`src/rtl/vram_write_ctrl.sv`:
```
// vram_write_ctrl: turns MCU bus strobes into auto-incrementing byte writes to VRAM.
// A small FIFO of {address, data} absorbs bursts while the arbiter withholds grant.
// Build option: define VRAM_WRITE_CTRL_DROP_COUNT_EN to build the saturating drop counter;
// when undefined drop_count is tied to zero.
module vram_write_ctrl #(
  parameter int unsigned ADDR_W          = 19,
  parameter int unsigned FIFO_DEPTH      = 8,
  parameter int unsigned WRITE_CYCLES    = 2,
  parameter logic [7:0]  SET_ADDRESS_CMD = 8'h02
) (
  input  logic                          sysclk,
  input  logic                          rst,
  input  logic                          cmdclk,
  input  logic                          dataclk,
  input  logic [7:0]                    data_in,
  input  logic [31:0]                   address_in,
  output logic                          mem_req,
  input  logic                          mem_gnt,
  output logic [ADDR_W-1:0]             mem_addr,
  output logic [7:0]                    mem_data,
  output logic                          mem_we,
  output logic [$clog2(FIFO_DEPTH):0]   fifo_level,
  output logic                          overflow,
  output logic                          busy,
  output logic [15:0]                   drop_count
);

  localparam int unsigned IdxW = $clog2(FIFO_DEPTH);
  localparam int unsigned LvlW = IdxW + 1;
  localparam int unsigned CntW = $clog2(WRITE_CYCLES + 1);
  localparam logic [LvlW-1:0] Depth   = LvlW'(FIFO_DEPTH);
  localparam logic [CntW-1:0] LastCyc = CntW'(WRITE_CYCLES - 1);

  typedef enum logic [1:0] {StIdle, StReq, StWrite} state_e;

  state_e            state_q, state_d;
  logic [ADDR_W-1:0] ptr_q, ptr_d;
  logic [ADDR_W-1:0] fifo_addr_q [FIFO_DEPTH];
  logic [7:0]        fifo_data_q [FIFO_DEPTH];
  logic [IdxW-1:0]   rd_idx_q, wr_idx_q, rd_next;
  logic [LvlW-1:0]   level_q, level_d;
  logic [CntW-1:0]   cyc_q, cyc_d;
  logic [ADDR_W-1:0] addr_q, addr_d;
  logic [7:0]        data_q, data_d;
  logic              overflow_q;
  logic              set_addr, pop, push, drop;

  assign set_addr = cmdclk && (data_in == SET_ADDRESS_CMD);
  // The head leaves the FIFO on the last mem_we cycle; a push that same cycle fits even if full.
  assign pop      = (state_q == StWrite) && (cyc_q == LastCyc);
  assign push     = dataclk && ((level_q < Depth) || pop);
  assign drop     = dataclk && !push;
  assign rd_next  = rd_idx_q + IdxW'(1);
  assign level_d  = level_q + LvlW'(push) - LvlW'(pop);

  // Write pointer: data advances it, a same-cycle SET_ADDRESS overrides the advance.
  always_comb begin
    ptr_d = ptr_q;
    if (push) begin
      ptr_d = ptr_q + ADDR_W'(1);
    end
    if (set_addr) begin
      ptr_d = address_in[ADDR_W-1:0];
    end
  end

  // Memory-port FSM next state and head capture.
  always_comb begin
    state_d = state_q;
    cyc_d   = cyc_q;
    addr_d  = addr_q;
    data_d  = data_q;
    unique case (state_q)
      StIdle: begin
        if (level_q != '0) begin
          state_d = StReq;
          addr_d  = fifo_addr_q[rd_idx_q];
          data_d  = fifo_data_q[rd_idx_q];
        end
      end
      StReq: begin
        if (mem_gnt) begin
          state_d = StWrite;
          cyc_d   = '0;
        end
      end
      StWrite: begin
        if (pop) begin
          if (level_q > LvlW'(1)) begin
            state_d = StReq;
            addr_d  = fifo_addr_q[rd_next];
            data_d  = fifo_data_q[rd_next];
          end else if (push) begin
            // Only entry left is the one arriving now; forward it as the new head.
            state_d = StReq;
            addr_d  = ptr_q;
            data_d  = data_in;
          end else begin
            state_d = StIdle;
          end
        end else begin
          cyc_d = cyc_q + CntW'(1);
        end
      end
      default: state_d = StIdle;
    endcase
  end

  // Control state with asynchronous reset.
  always_ff @(posedge sysclk or posedge rst) begin
    if (rst) begin
      state_q    <= StIdle;
      ptr_q      <= '0;
      rd_idx_q   <= '0;
      wr_idx_q   <= '0;
      level_q    <= '0;
      cyc_q      <= '0;
      addr_q     <= '0;
      data_q     <= '0;
      overflow_q <= 1'b0;
    end else begin
      state_q <= state_d;
      ptr_q   <= ptr_d;
      level_q <= level_d;
      cyc_q   <= cyc_d;
      addr_q  <= addr_d;
      data_q  <= data_d;
      if (push) begin
        wr_idx_q <= wr_idx_q + IdxW'(1);
      end
      if (pop) begin
        rd_idx_q <= rd_next;
      end
      if (drop) begin
        overflow_q <= 1'b1;
      end
    end
  end

  // FIFO storage; contents are meaningless once the indices are reset.
  always_ff @(posedge sysclk) begin
    if (push) begin
      fifo_addr_q[wr_idx_q] <= ptr_q;
      fifo_data_q[wr_idx_q] <= data_in;
    end
  end

`ifdef VRAM_WRITE_CTRL_DROP_COUNT_EN
  logic [15:0] drop_cnt_q;

  // Saturating count of dropped bytes.
  always_ff @(posedge sysclk or posedge rst) begin
    if (rst) begin
      drop_cnt_q <= '0;
    end else if (drop && (drop_cnt_q != 16'hFFFF)) begin
      drop_cnt_q <= drop_cnt_q + 16'd1;
    end
  end

  assign drop_count = drop_cnt_q;
`else
  assign drop_count = 16'h0000;
`endif

  // Address bits above the VRAM range are intentionally ignored.
  if (ADDR_W < 32) begin : g_unused_addr
    logic unused_addr_hi;
    assign unused_addr_hi = ^address_in[31:ADDR_W];
  end

  assign mem_req    = (state_q != StIdle);
  assign mem_we     = (state_q == StWrite);
  assign mem_addr   = addr_q;
  assign mem_data   = data_q;
  assign fifo_level = level_q;
  assign overflow   = overflow_q;
  assign busy       = (state_q != StIdle) || (level_q != '0);

endmodule

```
`config.mk`:
```
export PLATFORM = sky130hd
export DESIGN_NAME = vram_write_ctrl
export DESIGN_NICKNAME = d
export VERILOG_FILES = /design/src/rtl/vram_write_ctrl.sv
export SDC_FILE = /design/constraint.sdc
export NUM_CORES = 1
export LEC_CHECK = 0
export ABC_AREA = 1
export CAP_MARGIN = 20
export CORE_MARGIN = 2
export CORE_UTILIZATION = 30
export CTS_BUF_LIST = sky130_fd_sc_hd__clkbuf_8
export DETAILED_ROUTE_END_ITERATION = 7
export DONT_BUFFER_PORTS = 1
export SLEW_MARGIN = 15
export SYNTH_ARGS = -nofsm -noshare
export SYNTH_HDL_FRONTEND = slang
export SYNTH_SLANG_ARGS = --single-unit
export TNS_END_PERCENT = 50
```
`constraint.sdc`:
```
create_clock -name sysclk -period 3 [get_ports sysclk]
set_clock_uncertainty 0.1 [all_clocks]
set_input_delay 0.15 -clock sysclk [delete_from_list [all_inputs] [get_ports sysclk]]
set_output_delay 0.15 -clock sysclk [all_outputs]
set_load 0.02 [all_outputs]
```
==> summary.txt <==
Register area: 8020 um^2
Drt wl/cell: 17.0 um
Total number of vias: 12.8k
Synth Area per Inst: 8.09 um^2
Mapped Cells: 1,879
Reg2reg path depth: 9
Initial antenna violation count: 1
Hold_ws: 0.0346 ns
TritonRoute pass-1 iters: 6
Critical path class: flip-flop to flip-flop
Critical Path RT: 3.37 ns
Vias in the first global route: 12.5k
CTS tree: built
Clock sinks: 277
FMAX: 413 MHz
Multi-input gate area: 5580 um^2
Setup Fix Bufs, Post-CTS: 0
Crit. Startpoint: rd_idx_q[0]
Via density: 4.88
Antenna-violating nets left: 0
CP Launch Type: flip-flop
Cts hold-fix bufs: 33
N_diodes: 0
Critical R2R Launch: rd_idx_q[0]
Sequential power share: 0.343
DR iter-0 viols: 1,559
Cell internal pwr: 9.48 mW
Sequential cell area fraction in the yosys report: 0.527
Slew Viols, Final: 0
Dpl cells: 2,489
Most common cell after layout, fill and taps aside: nand2_1
Fin Setup TNS: 0 ns
WL final: 44,500 um
Yosys reg bits: 277
Post-Route Utilization: 0.345
PwrDens: 1030 nW/um^2
Crit path capture type: flip-flop
Sw power: 8.35 mW
Die span in x: 229 um
Worst-path maximum fanout: 30
Clock transition at path regs: 0.06 ns
Cell variety after synth: 37
Worst VDD drop: 0.575 mV
Most frequent cells in the layout: nand2_1, nand3_1, inv_1
Tcrit/Tclk final: 0.808
Setup crit end: mem_addr[3]
Status: completed
CTS Buf Count: 48
Total power: 17.8 mW
Clock Path Buffers: 3
Max-slew headroom: 0.418
Worst setup margin: 0.577 ns
Hold WC Path Type: primary input to asynchronous set/reset pin
Core area: 50,100 um^2
Clk pwr share: 0.187
Grt ovf: 0
Unrepaired setup endpoints after global routing: no
Non-filler cells, final: 2,613
Area Growth Syn to Fin: 13.6%
Arr. time, crit path: 2.80 ns
Max cap viols: 0
FP Rows: 82
Gpl congestion: 0.806
H-tree levels: 2
Post-synth ARST share: 0.220
Design area: 17,300 um^2
Initial Util: 0.303
Drc violations: 0
Root Buffer: clkbuf_8
Synthesis warning total: 0
I/O Buffers: 0
Die area: 52,500 um^2
Die Y: 229 um
Clk_lat worst skew: 0.58 ns
Post-CTS sizing: 0
Nets@finish: 1,956
IO Pins: 96
Ys flop type: edfxtp_1
Final setup fails: 0
Fin crit period: 2.42 ns
Total GRT Usage: 0.168
Flop2flop setup slack: 0.58 ns
Mapped cell area: 15,200 um^2
Reg-to-Reg End: mem_addr[3]
Placed Instance Area: 16,000 um^2
Gate power share: 0.469
Largest net degree at the start of global routing: 109
Hpwl dp: 26,900 um
Hold Fails Final Rpt: 0
P_leak: 7.86 nW
Switching Fraction: 0.468
DP Worst Slack: 0.575 ns
# fillers: 5,183
Post-synth EDFFs: 216
Worst Tran Pin Value: 0.873 ns
Global-route wire length before repair: 68,800 um
Layout cells sized above 1: 0.0850
[worst min path at each step]
stage	start	end	slack [ns]
2_1_floorplan	data_in[0]	fifo_data_q[0][0]	0.15
3_3_place_gp	rst	mem_addr[12]	0.08
3_5_place_dp	rst	mem_addr[12]	0.09
4_1_cts	rst	mem_addr[12]	0.04
5_1_grt	rst	mem_addr[12]	0.07
6_report	rst	mem_addr[12]	0.03
[cells in the mapped netlist, types with 2 or more instances]
master	number	area share
a21oi_1	7	0.0023
a21oi_2	22	0.013
buf_1	6	0.0015
buf_2	44	0.014
buf_4	25	0.012
buf_8	2	0.0020
clkbuf_1	37	0.0091
dfrtp_1	61	0.10
edfxtp_1	216	0.43
ha_1	9	0.0074
inv_1	288	0.071
inv_2	7	0.0017
inv_4	2	0.00082
nand2_1	629	0.16
nand2_2	2	0.00082
nand2_4	3	0.0022
nand3_1	362	0.12
nand4_1	6	0.0025
nor2_1	49	0.012
nor2_2	2	0.00082
nor3_1	5	0.0016
o211ai_1	32	0.016
o21ai_0	43	0.014
o22ai_1	2	0.00082
or2_2	2	0.00082
xnor2_1	2	0.0012
xor2_1	4	0.0023
[layout make-up]
type,count,share of cell area
Sequential cell,277,0.465
Multi-Input combinational cell,1204,0.323
Inverter,298,0.0652
Tap cell,672,0.0487
Clock buffer,58,0.0463
Timing Repair Buffer,72,0.0441
Clock inverter,32,0.00797
[sequential cells by signal (all words and copies together), names as in the netlist]
signal and cells:
mem_data 8, fifo_data_q 64, ptr_q 19, rd_idx_q 3, state_q 2, fifo_level 4, mem_addr 19, wr_idx_q 3
cyc_q 2, overflow 1, fifo_addr_q 152
[cells by family (layout without fill, tap and decap cells)]
| logic type | count (synthesis) | count (layout) | share of synthesized area |
|---|---|---|---|
| AO/OA/AOI/OAI | 109 | 109 | 0.0473 |
| XOR/XNOR | 6 | 6 | 0.00346 |
| adder cells (fa/ha/maj) | 10 | 10 | 0.00873 |
| buffers and inverters | 413 | 460 | 0.114 |
| flip-flops | 277 | 277 | 0.527 |
| other | 1 | 16 | 0.000247 |
| AND/OR/NAND/NOR | 1063 | 1063 | 0.299 |
[worst max-delay path, cell delays in order, from the launching register on]
cell and delay (ns):
dfrtp_4 0.57, ha_2 0.66, inv_2 0.06, buf_4 0.30, o211ai_1 0.17, nand3_1 0.10, nand3_1 0.10, nand2_1 0.08
nand2_1 0.10, nand2_1 0.06
[power by group through the flow]
stage,logic (mW),clock network (mW),registers [mW]
after floorplan,6.04,0,5.87
after global placement,8.04,0,6.19
after detailed placement,8.22,0,6.22
after CTS,8.31,3.41,6.14
after global routing,9.33,3.59,6.21
final,8.36,3.34,6.12
[metal layers]
metal	global-route usage	vias up	part of all wire	routed length [um]
li1	-	6078	-	-
met1	0.226	6013	0.43	19000
met4	0.0501	0	0.021	944
met3	0.0284	95	0.084	3740
met5	0	-	0	0
met2	0.277	567	0.47	20800
(Power assumes the default switching activity.)
